===== config.mk =====
export PLATFORM = sky130hd
export DESIGN_NAME = la_capture_ctrl
export DESIGN_NICKNAME = d
export VERILOG_FILES = /design/src/rtl/la_capture_ctrl.sv
export SDC_FILE = /design/constraint.sdc
export NUM_CORES = 1
export LEC_CHECK = 0
export ABC_AREA = 1
export BUFFER_PORTS_ARGS = -buffer_cell sky130_fd_sc_hd__buf_2
export CORE_MARGIN = 3
export CORE_UTILIZATION = 25
export DETAILED_ROUTE_END_ITERATION = 10
export PLACE_DENSITY = 0.54
export SLEW_MARGIN = 20
export SYNTH_ARGS = -nofsm -noshare
export SYNTH_HDL_FRONTEND = slang
export SYNTH_SLANG_ARGS = --single-unit

===== constraint.sdc =====
create_clock -name sys_clk -period 1.6 [get_ports sys_clk]
set_input_delay 0.16 -clock sys_clk [delete_from_list [all_inputs] [get_ports sys_clk]]
set_output_delay 0.16 -clock sys_clk [all_outputs]
set_load 0.1 [all_outputs]

===== src/rtl/la_capture_ctrl.sv =====
// la_capture_ctrl: sequences one logic-analyzer capture into a circular RAM around a trigger,
// reporting trigger/oldest-sample addresses and a one-cycle finished pulse.
module la_capture_ctrl #(
    parameter int CH_W   = 8,
    parameter int ADDR_W = 4
) (
    input  logic              sys_clk,
    input  logic              sys_rst_n,
    input  logic              start,
    input  logic              abort,
    input  logic              sample_en,
    input  logic [CH_W-1:0]   probe,
    input  logic [CH_W-1:0]   trig_mask,
    input  logic [CH_W-1:0]   trig_value,
    input  logic              force_trig,
    input  logic [ADDR_W-1:0] pre_depth,
    output logic              ram_we,
    output logic [ADDR_W-1:0] ram_addr,
    output logic [CH_W-1:0]   ram_wdata,
    output logic              busy,
    output logic              triggered,
    output logic [ADDR_W-1:0] trig_addr,
    output logic [ADDR_W-1:0] base_addr,
    output logic              finished
);
    localparam int DEPTH = 2 ** ADDR_W;

    typedef enum logic [2:0] {IDLE, FILL, TRIG, POST, DONE} state_t;

    state_t            state_q, state_d;
    logic              start_prev_q, start_prev_d;
    logic [ADDR_W-1:0] ptr_q, ptr_d, pre_q, pre_d;
    logic [ADDR_W-1:0] trig_addr_q, trig_addr_d, base_addr_q, base_addr_d;
    logic [ADDR_W-1:0] ram_addr_q, ram_addr_d;
    logic [CH_W-1:0]   ram_wdata_q, ram_wdata_d;
    logic [ADDR_W:0]   cnt_q, cnt_d, cnt_inc, post_n;
    logic              triggered_q, triggered_d, ram_we_q, ram_we_d, finished_q, finished_d;
    logic              accept, hit;

    assign accept  = sample_en && (state_q == FILL || state_q == TRIG || state_q == POST);
    assign hit     = (((probe ^ trig_value) & trig_mask) == '0) || force_trig;
    assign cnt_inc = cnt_q + (ADDR_W+1)'(1);
    assign post_n  = (ADDR_W+1)'(DEPTH) - {1'b0, pre_q};

    always_comb begin
        state_d      = state_q;
        start_prev_d = start;
        ptr_d        = ptr_q;
        pre_d        = pre_q;
        cnt_d        = cnt_q;
        triggered_d  = triggered_q;
        trig_addr_d  = trig_addr_q;
        base_addr_d  = base_addr_q;
        ram_we_d     = accept;
        ram_addr_d   = accept ? ptr_q : ram_addr_q;
        ram_wdata_d  = accept ? probe : ram_wdata_q;
        finished_d   = 1'b0;
        if (accept) ptr_d = ptr_q + ADDR_W'(1);
        case (state_q)
            IDLE: begin
                if (start && !start_prev_q) begin
                    ptr_d       = '0;
                    pre_d       = pre_depth;
                    cnt_d       = '0;
                    triggered_d = 1'b0;
                    state_d     = (pre_depth == '0) ? TRIG : FILL;
                end
            end
            FILL: begin
                if (accept) begin
                    cnt_d   = (cnt_inc == {1'b0, pre_q}) ? '0 : cnt_inc;
                    state_d = (cnt_inc == {1'b0, pre_q}) ? TRIG : FILL;
                end
            end
            TRIG: begin
                if (accept && hit) begin
                    triggered_d = 1'b1;
                    trig_addr_d = ptr_q;
                    base_addr_d = ptr_q - pre_q;
                    cnt_d       = (ADDR_W+1)'(1);
                    state_d     = (post_n == (ADDR_W+1)'(1)) ? DONE : POST;
                end
            end
            POST: begin
                if (accept) begin
                    cnt_d   = cnt_inc;
                    state_d = (cnt_inc == post_n) ? DONE : POST;
                end
            end
            DONE: begin
                finished_d = 1'b1;
                state_d    = IDLE;
            end
            default: state_d = IDLE;
        endcase
        // abort wins over a same-cycle trigger or completion; an accepted write still lands
        if (abort && state_q != IDLE) begin
            state_d     = IDLE;
            finished_d  = 1'b0;
            triggered_d = triggered_q;
            trig_addr_d = trig_addr_q;
            base_addr_d = base_addr_q;
        end
    end

    // start_prev resets high so a start already asserted across reset is not taken as an edge
    always_ff @(posedge sys_clk or negedge sys_rst_n) begin
        if (!sys_rst_n) begin
            state_q      <= IDLE;
            start_prev_q <= 1'b1;
            ptr_q        <= '0;
            pre_q        <= '0;
            cnt_q        <= '0;
            triggered_q  <= 1'b0;
            trig_addr_q  <= '0;
            base_addr_q  <= '0;
            ram_we_q     <= 1'b0;
            ram_addr_q   <= '0;
            ram_wdata_q  <= '0;
            finished_q   <= 1'b0;
        end else begin
            state_q      <= state_d;
            start_prev_q <= start_prev_d;
            ptr_q        <= ptr_d;
            pre_q        <= pre_d;
            cnt_q        <= cnt_d;
            triggered_q  <= triggered_d;
            trig_addr_q  <= trig_addr_d;
            base_addr_q  <= base_addr_d;
            ram_we_q     <= ram_we_d;
            ram_addr_q   <= ram_addr_d;
            ram_wdata_q  <= ram_wdata_d;
            finished_q   <= finished_d;
        end
    end

    assign ram_we    = ram_we_q;
    assign ram_addr  = ram_addr_q;
    assign ram_wdata = ram_wdata_q;
    assign busy      = (state_q != IDLE);
    assign triggered = triggered_q;
    assign trig_addr = trig_addr_q;
    assign base_addr = base_addr_q;
    assign finished  = finished_q;
endmodule

==> results_dict.tcl, run 1 <==
set metrics [dict create \
    tightestPinTransition_ns 0.4951 \
    netlist_top_cells_count "98 x nand2_1, 42 x inv_1, 39 x dfrtp_1" \
    final_area_sq_um 3110 \
    crit_type "reg -> reg" \
    grt_pass1_wl_mm 9.839 \
    die-height_um 102.4 \
    p_per_area_nw_per_um2 2276 \
    drt-total-wl_mm 5.829 \
    drt_iter0_drc 75 \
    io_buffer_count 57 \
    syn_area_sq_um 2323 \
    cap_violations 0 \
    hold_path_class "in -> reg" \
    crit_required_ns 1.78 \
    period_share 1.008 \
    clock_path_buffers 2 \
    vias_per_cell 4.382 \
    die_w_um 102.4 \
    antenna_found_initial 0 \
    cts_root_buf "clkbuf_8" \
    dieArea_sq_um 10490 \
    arrival_ns 1.79 \
    async_flop_share 1.000 \
    crit_fanout 3 \
    place_congestion 0.8340 \
    pin_count 58 \
    status "complete, but fails checks" \
    worstSetupEndpointType "register" \
    core-area_sq_um 8891 \
    holdCritStartpoint "pre_depth[3]" \
    num_antenna_cells 0 \
    rows 34 \
    route.detailed.drc 0 \
    drive_above_1_share 0.3203 \
    syn-num-nets 345 \
    yosys.area.top_type "dfrtp_1" \
    nets 425 \
    dp.final_hpwl_mm 4.469 \
    start_util 0.2613 \
    synth_most_common_cell "nand2_1" \
    clkLatencyLatePin_ns 0.29 \
    fillCellCount 930 \
    grt-ovfl-total 0 \
    route.detailed.wl_per_inst_um 11.85 \
    areaGrowthSynthToFinish_pct 33.87 \
    grt_max_degree 30 \
    yosysSeqAreaShare 0.4313 \
    hold_viol 0 \
    cts_tree "built" \
    synth-edff-count 0 \
    grt_setup_unrepaired "yes" \
    max_freq_mhz 620.3 \
    synth_top_area_share 0.4200 \
    crit_start "cnt_q[1]$_DFFE_PN0P_" \
    vias 2156 \
    setup_tns_ns -0.01909 \
    period_minus_slack_ns 1.612 \
    setup_viol 2 \
    ys_ff_latch 40 \
    postSynthAreaPerCell_sq_um 7.668 \
    violations "setup timing" \
    fin_worst_skew_ns 0.007936 \
    multi_input_area_sq_um 1216 \
    synthCells 303 \
    drt.antenna.violating_nets 0 \
    dr.pass1.iters 4 \
    r2r_start "cnt_q[1]$_DFFE_PN0P_" \
    synth_top_flop_cell "dfrtp_1" \
    grt_pass1_vias 2108 \
    ctsHtreeMaxLevel 2 \
    cts.clk_slew.worst_paths_ns 0.08 \
    ys_types 31 \
    yosys_warnings 0 \
    finalNonFillerCells 492 \
    cts_buffers 5 \
    power.leakage_uw 0.001632 \
    relSlewSlack 0.6722 \
    seq_area_sq_um 1002 \
    cts_sinks 40 \
    grt_use_total 0.1181 \
    placed_cell_area_sq_um 2873 \
    ys_top_cells_by_area "dfrtp_1 42%, nand2_1 16%, inv_1 6.8%" \
    start_kind "register" \
    maxSlewViolCount 0 \
    ir_worst_vdd_mv 0.9649 \
    timing.final.ws_setup_ns -0.01213 \
    dp_cells 478 \
]
==> state kept, by name (all words and copies together) (netlist names), 3 cells and up <==
signal,flops
ram_addr,4
trig_addr,4
state_q,3
pre_q,4
ptr_q,4
base_addr,4
ram_wdata,8
cnt_q,5
==> layer usage <==
layer  up-vias  share of wire  track usage
li1       1124              -            -
met4         0         0.0096      0.03027
met3         2          0.049      0.02457
met2        53           0.44       0.1934
met1       977           0.50       0.1594
met5         -              0            0
==> area by class of cell <==
type | instances | share of cell area
Clock buffer | 5 | 0.02212
Tap cell | 108 | 0.04344
Sequential cell | 40 | 0.3222
Inverter | 47 | 0.05833
Timing Repair Buffer | 76 | 0.1492
Multi-Input combinational cell | 213 | 0.3910
Clock inverter | 3 | 0.01368
==> cells by family after synthesis <==
group	share of synthesized area
XOR/XNOR	0.02262
adder cells (fa/ha/maj)	0.04631
flip-flops	0.4313
AND/OR/NAND/NOR	0.2978
AO/OA/AOI/OAI	0.1136
buffers and inverters	0.08832
==> critical path, stage by stage, from the launching register on <==
cell and delay [ns]:
dfrtp_1 0.41, ha_4 0.27, xor2_1 0.16, nor2_1 0.11
nand3_1 0.09, nor2_1 0.11, nand3_1 0.11, nand2_1 0.09
nand3_1 0.06, nand2_1 0.06, nand2_1 0.05
==> power by group <==
group	internal (uW)	switching [uW]	total [uW]
Combinational	1260	3370	4630
Sequential	1370	253	1630
Clock	462	363	825
Total	3090	3980	7080
==> cells in the final DEF (no fill, tap or decap), types with 3 or more instances in the layout <==
master | netlist | routed
a21oi_1 | 6 | 6
buf_2 | 2 | 56
buf_4 | 0 | 15
clkbuf_8 | 0 | 5
dfrtp_1 | 39 | 39
ha_1 | 7 | 5
inv_1 | 42 | 38
inv_2 | 5 | 8
nand2_1 | 98 | 94
nand2_2 | 3 | 6
nand3_1 | 23 | 22
nand3_4 | 1 | 4
nand4_1 | 7 | 7
nor2_1 | 12 | 10
nor2_2 | 1 | 3
o21ai_0 | 24 | 22
o21ai_1 | 2 | 4
o21ai_2 | 8 | 8
xor2_1 | 5 | 4
==> path summary, 6_finish.rpt <==
check	slack, ns	to	cells past startpoint
worst max-delay path	-0.01	state_q[1]$_DFFE_PN0P_	10
worst min-delay path	0.09	pre_q[3]$_DFFE_PN0P_	3
worst max register to register	-0.01	state_q[1]$_DFFE_PN0P_	10
worst min register to register	0.48	triggered$_DFFE_PN0P_	2
max in group asynchronous	0.72	start_prev_q$_DFF_PN1_	3
min in group asynchronous	0.33	base_addr[2]$_DFFE_PN0P_	2
==> repair_timing <==
action,in CTS,in global routing
setup endpoints to repair,2,16
hold endpoints to repair,17,0
cloned,1,1
pin swaps,1,13
resized for setup,1,20
buffers inserted,0,2
hold buffers,2,0
==> per-stage QoR <==
step / utilization / worst slack [ns] / total power, uW / hold slack (ns)
finish: 0.3498 / -0.01213 / 7078 / 0.08966
global placement: 0.3231 / 0.03012 / 5996 / 0.1244
global route: 0.3498 / -0.1284 / 7602 / 0.1022
CTS: 0.3399 / 0.004436 / 6936 / 0.08427
floorplan: - / 0.0005883 / 5019 / -0.1356
detailed placement: 0.3231 / 0.01258 / 6050 / 0.1193
Power figures use the tool's default switching activity.
==> inputs of run 2 (changes only) <==
--- a/config.mk
+++ b/config.mk
@@ -5,7 +5,7 @@
 export SDC_FILE = /design/constraint.sdc
 export NUM_CORES = 1
 export LEC_CHECK = 0
-export ABC_AREA = 1
+export ABC_AREA = 0
 export BUFFER_PORTS_ARGS = -buffer_cell sky130_fd_sc_hd__buf_2
 export CORE_MARGIN = 3
 export CORE_UTILIZATION = 25
==> results_dict.tcl, run 2 <==
set metrics [dict create \
    clkLatencyLatePin_ns 0.29 \
    grt_max_degree 20 \
    synth_top_flop_cell "dfrtp_1" \
    ys_ff_latch 40 \
    ys_types 47 \
    num_antenna_cells 0 \
    p_clk_frac 0.121 \
    vias 1799 \
    dp_cells 389 \
    cts_root_buf "clkbuf_8" \
    cpLargestDelayFamily "compound AO/OA/AOI/OAI gates" \
    power.leakage_uw 0.001508 \
    grt-ovfl-total 0 \
    finalNonFillerCells 404 \
    max_freq_mhz 579.2 \
    hold_viol 0 \
    route.detailed.wl_per_inst_um 13.28 \
    r2r-end "state_q[0]$_DFFE_PN0P_" \
    clock_path_buffers 2 \
    dr.pass1.iters 4 \
    crit_required_ns 1.77 \
    violations "setup timing" \
    io_buffer_count 57 \
    hold_path_class "in -> reg" \
    crit_fanout 5 \
    p_per_area_nw_per_um2 2142 \
    grt_setup_unrepaired "yes" \
    r2r_start "cnt_q[0]$_DFFE_PN0P_" \
    worstSetupEndpointType "register" \
    nets 340 \
    die_w_um 99.59 \
    final_common_cell "buf_2" \
    arrival_ns 1.90 \
    switching_share 0.5007 \
    multi_input_area_sq_um 1241 \
    drt-total-wl_mm 5.364 \
    netlist_top_cells_count "39 x dfrtp_1, 14 x inv_1, 13 x mux2_2, 13 x xor2_1, 12 x xnor2_1" \
    path_buf_inv 0 \
    power.switching_uw 3441 \
    relSlewSlack 0.6698 \
    yosys.area.top_type "dfrtp_1" \
    holdCritStartpoint "pre_depth[2]" \
    cap_violations 0 \
    vias_per_cell 4.453 \
    areaGrowthSynthToFinish_pct 46.51 \
    yosysSeqAreaShare 0.4577 \
    grt_pass1_vias 1850 \
    setup_tns_ns -0.5595 \
    drive_above_1_share 0.5217 \
    postSynthAreaPerCell_sq_um 11.29 \
    setup_viol 7 \
    synth-edff-count 0 \
    period_minus_slack_ns 1.726 \
    cts_sinks 40 \
    ctsHtreeMaxLevel 2 \
    dp.final_hpwl_mm 4.149 \
    tightestPinTransition_ns 0.4988 \
    synth_top_area_share 0.4457 \
    core-area_sq_um 8341 \
    drt_iter0_drc 51 \
    antenna_found_initial 0 \
    timing.final.ws_setup_ns -0.1264 \
    pwr-share-seq 0.233 \
    async_flop_share 1.000 \
    start_util 0.2625 \
    grt_use_total 0.1122 \
    drt.antenna.violating_nets 0 \
    synth_most_common_cell "dfrtp_1" \
    synthCells 194 \
    cts_buffers 5 \
    pin_count 58 \
    max_stage_delay_ns 0.42 \
    rows 33 \
    cts_tree "built" \
    internal_power_uw 3431 \
    route.detailed.drc 0 \
    crit_type "reg -> reg" \
    r2r_slack_ns -0.13 \
    seq_area_sq_um 1005 \
    syn_area_sq_um 2190 \
    mostFrequentLayoutCells "56 x buf_2, 38 x buf_4, 37 x dfrtp_1" \
    status "complete, but fails checks" \
    ir_worst_vdd_mv 1.369 \
    place_congestion 0.7427 \
    largest_reg_flops 8 \
    die-height_um 99.59 \
    dieArea_sq_um 9917 \
    fin_worst_skew_ns 0.007833 \
    r2r_cells 7 \
    maxSlewViolCount 0 \
    hold_end "pre_q[2]$_DFFE_PN0P_" \
    p_comb_frac 0.646 \
    hold_depth 3 \
    start_kind "register" \
    syn-num-nets 236 \
    ys_top_cells_by_area "dfrtp_1 45%, mux2_2 6.7%, xor2_1 5.2%" \
    crit_chain "ha_4, xor2_2, o32a_1, o31ai_4, a31o_2, a21boi_2, o32ai_1" \
    cts.clk_slew.worst_paths_ns 0.08 \
    fillCellCount 856 \
    grt_pass1_wl_mm 8.880 \
    period_share 1.079 \
    yosys_warnings 0 \
    slowest_stage "dfrtp_1" \
]
[run 2: cell types whose count changed after synthesis, moves of 11 or more]
cell / change
nand3_1: -20
nand2_1: -88
mux2_2: +13
inv_1: -28
o21ai_0: -18
xnor2_1: +11
[run 2: timing repair]
action	in CTS	in global routing
cloned	0	0
resized for setup	13	15
buffers inserted	1	4
hold buffers	2	0
hold endpoints to repair	18	0
endpoints found under the setup margin	11	17
pin swaps	3	8
[run 2: power by group through the flow]
stage                     Clock, uW  Combinational (uW)  Sequential, uW
after detailed placement          0                4150            1600
final                           831                4440            1600
after global routing            905                4740            1660
after floorplan                   0                1580            3110
after global placement            0                4110            1600
after CTS                       860                4330            1590
[run 2: logic make-up after synthesis]
kind of cell,count (synthesis),synth area share
muxes,23,0.1263
adders and majority gates,8,0.04914
DFF,40,0.4577
xor gates and xnor gates,25,0.1000
buffers and inverters,19,0.03771
and+or+nand+nor,43,0.1126
AOI/OAI and AO/OA,36,0.1166
[run 2: layout make-up]
type / instances / share of cell area
Clock inverter: 2 / 0.01092
Clock buffer: 6 / 0.02262
Tap cell: 105 / 0.04095
Sequential cell: 40 / 0.3132
Multi-Input combinational cell: 135 / 0.3869
Timing Repair Buffer: 102 / 0.2090
Inverter: 14 / 0.01638
[run 2: layer usage]
metal / track usage / share of wire
met1: 0.1478 / 0.46
met2: 0.1787 / 0.47
met3: 0.03366 / 0.059
met4: 0.03151 / 0.0095
met5: 0 / 0
[run 2: per-stage QoR]
step / power, uW / area [sq um] / worst slack (ns) / utilization / hold slack, ns
floorplan: 4699 / 2237 / -0.08564 / - / -0.1356
finish: 6872 / 3208 / -0.1264 / 0.3846 / 0.08528
detailed placement: 5750 / 2922 / -0.2905 / 0.3503 / 0.1286
CTS: 6777 / 3109 / -0.1360 / 0.3728 / 0.08198
global route: 7304 / 3208 / -0.2447 / 0.3846 / 0.08889
global placement: 5713 / 2922 / -0.1748 / 0.3503 / 0.1277
[run 2: worst register-to-register path, cell delays in order (launching register included)]
cell and delay, ns:
dfrtp_1 0.42, ha_4 0.19, xor2_2 0.15, o32a_1 0.32, o31ai_4 0.09, a31o_2 0.20
a21boi_2 0.14, o32ai_1 0.09
[run 2: worst max path at each step]
stage,startpoint,end,slack (ns),depth (start not counted)
final,cnt_q[0]$_DFFE_PN0P_,state_q[0]$_DFFE_PN0P_,-0.13,7
after detailed placement,trig_value[6],trig_addr[3]$_DFFE_PN0P_,-0.29,8
after floorplan,cnt_q[0]$_DFFE_PN0P_,state_q[0]$_DFFE_PN0P_,-0.09,7
after global routing,cnt_q[0]$_DFFE_PN0P_,state_q[0]$_DFFE_PN0P_,-0.24,7
after CTS,cnt_q[0]$_DFFE_PN0P_,state_q[0]$_DFFE_PN0P_,-0.14,7
after global placement,trig_value[6],base_addr[3]$_DFFE_PN0P_,-0.17,8
==> inputs of run 3 (changes only) <==
--- a/config.mk
+++ b/config.mk
@@ -8,9 +8,9 @@
 export ABC_AREA = 0
 export BUFFER_PORTS_ARGS = -buffer_cell sky130_fd_sc_hd__buf_2
 export CORE_MARGIN = 3
-export CORE_UTILIZATION = 25
+export CORE_UTILIZATION = 40
 export DETAILED_ROUTE_END_ITERATION = 10
-export PLACE_DENSITY = 0.54
+export PLACE_DENSITY = 0.75
 export SLEW_MARGIN = 20
 export SYNTH_ARGS = -nofsm -noshare
 export SYNTH_HDL_FRONTEND = slang
==> results_dict.tcl, run 3 (same netlist as run 2, synthesis figures left out) <==
set metrics [dict create \
    io_buffer_count 57 \
    final_common_cell "buf_2" \
    drt_iter0_drc 36 \
    period_minus_slack_ns 1.778 \
    dpl_worst_slack_ns -0.1990 \
    dp.final_hpwl_mm 3.908 \
    hold_path_class "in -> reg" \
    grt_use_total 0.1797 \
    grt-ovfl-total 0 \
    p_clk_frac 0.130 \
    ir_worst_vdd_mv 1.524 \
    maxSlewViolCount 0 \
    switching_share 0.5022 \
    cts_tree "built" \
    crit_required_ns 1.78 \
    fillCellCount 446 \
    use_met1 0.2141 \
    clkLatencyLatePin_ns 0.29 \
    drive_above_1_share 0.5190 \
    cts.clk_slew.worst_paths_ns 0.08 \
    clock_path_buffers 2 \
    timing.final.ws_setup_ns -0.1779 \
    crit_type "reg -> reg" \
    crit_fanout 5 \
    route.detailed.drc 0 \
    pin_count 58 \
    nets 330 \
    cts_buffers 5 \
    die_w_um 79.99 \
    met2_usage 0.3162 \
    antenna_found_initial 0 \
    arrival_ns 1.96 \
    grt_pass1_wl_mm 8.901 \
    grt_max_degree 18 \
    rows 26 \
    p_comb_frac 0.643 \
    p_per_area_nw_per_um2 2245 \
    vias 1784 \
    core-area_sq_um 5205 \
    start_kind "register" \
    start_util 0.4207 \
    place_congestion 0.8116 \
    hold_end "pre_q[2]$_DFFE_PN0P_" \
    relSlewSlack 0.6687 \
    dr.pass1.iters 4 \
    grt_setup_unrepaired "yes" \
    max_freq_mhz 562.5 \
    grt_pass1_vias 1834 \
    cts_sinks 40 \
    ctsHtreeMaxLevel 2 \
    totalPowerFinal_uw 7018 \
    holdCritStartpoint "pre_depth[2]" \
    hold_viol 0 \
    r2r_start "cnt_q[1]$_DFFE_PN0P_" \
    pwr-share-seq 0.227 \
    setup_viol 10 \
    num_antenna_cells 0 \
    period_share 1.111 \
    crit_start "cnt_q[1]$_DFFE_PN0P_" \
    vias_per_cell 4.969 \
    cts_root_buf "clkbuf_8" \
    violations "setup timing" \
    route.detailed.wl_per_inst_um 14.77 \
    r2r_slack_ns -0.18 \
    multi_input_area_sq_um 1262 \
    seq_area_sq_um 1005 \
    power.switching_uw 3525 \
    drt-total-wl_mm 5.302 \
    dieArea_sq_um 6398 \
    fin_worst_skew_ns 0.008557 \
    power.leakage_uw 0.001475 \
    r2r-end "state_q[0]$_DFFE_PN0P_" \
    internal_power_uw 3493 \
    die-height_um 79.99 \
    grtUsageMet3 0.05192 \
    mostFrequentLayoutCells "56 x buf_2, 37 x dfrtp_1, 29 x buf_4" \
    grt.busiest_layer "met2" \
    largest_reg_flops 8 \
    tightestPinTransition_ns 0.5004 \
    hold_depth 3 \
    finalCoreUtilization 0.6005 \
    cap_violations 0 \
    status "complete, but fails checks" \
    worstSetupEndpointType "register" \
    drt.antenna.violating_nets 0 \
    areaGrowthSynthToFinish_pct 42.74 \
    r2r_cells 7 \
]
-- run 3: cell count changes in the layout (fill, tap and decap cells not counted), sizes merged --
cell,before,now
clkbuf,6,7
buf,100,90
clkinv,1,0
-- run 3: metal layers --
layer,wire length (um),up-vias,part of all wire
met5,0,-,0
met4,53,0,0.010
met2,2798,42,0.53
li1,-,867,-
met3,252,8,0.048
met1,2198,867,0.41
-- run 3: per-stage QoR --
step,hold slack [ns],instance area (sq um),std cells,TNS (ns)
floorplan,-0.1356,2237,194,-0.5430
global placement,0.05475,2830,346,-1.533
detailed placement,0.06016,2830,346,-2.212
CTS,0.1038,3040,356,-0.5881
global route,0.1163,3126,359,-2.099
finish,0.1173,3126,359,-0.6661
-- run 3: critical path: stages (launching register included) --
cell      delay [ns]
dfrtp_1         0.41
ha_4            0.19
xor2_2          0.14
o32a_1          0.37
o31ai_4         0.10
a31o_2          0.21
a21boi_2        0.16
o32ai_1         0.08
-- run 3: how the worst max path moves through the flow --
stage	endpoint	slack, ns	cells after the start
finish	state_q[0]$_DFFE_PN0P_	-0.18	7
global route	state_q[0]$_DFFE_PN0P_	-0.25	7
floorplan	state_q[0]$_DFFE_PN0P_	-0.09	7
CTS	state_q[0]$_DFFE_PN0P_	-0.16	7
detailed placement	trig_addr[2]$_DFFE_PN0P_	-0.20	8
global placement	base_addr[3]$_DFFE_PN0P_	-0.16	8
-- run 3: layout make-up --
class                           count  area share
Clock buffer                        7     0.03082
Clock inverter                      1    0.009608
Inverter                           14     0.01681
Multi-Input combinational cell    135      0.4039
Sequential cell                    40      0.3215
Tap cell                           70     0.02802
Timing Repair Buffer               92      0.1894
-- run 3: timing repair --
item / in CTS / in global routing
setup buffers: 0 / 2
gates cloned: 0 / 1
hold endpoints to repair: 11 / 0
hold buffers: 2 / 0
endpoints found under the setup margin: 15 / 21
pin swaps: 2 / 17
gates resized for setup: 13 / 19
-- run 3: power groups by stage --
| stage | Clock (uW) | Combinational (uW) | Sequential [uW] |
|---|---|---|---|
| after floorplan | 0 | 1580 | 3110 |
| after global placement | 0 | 4020 | 1580 |
| after detailed placement | 0 | 4130 | 1590 |
| after CTS | 927 | 4300 | 1590 |
| after global routing | 969 | 4780 | 1640 |
| final | 913 | 4510 | 1590 |
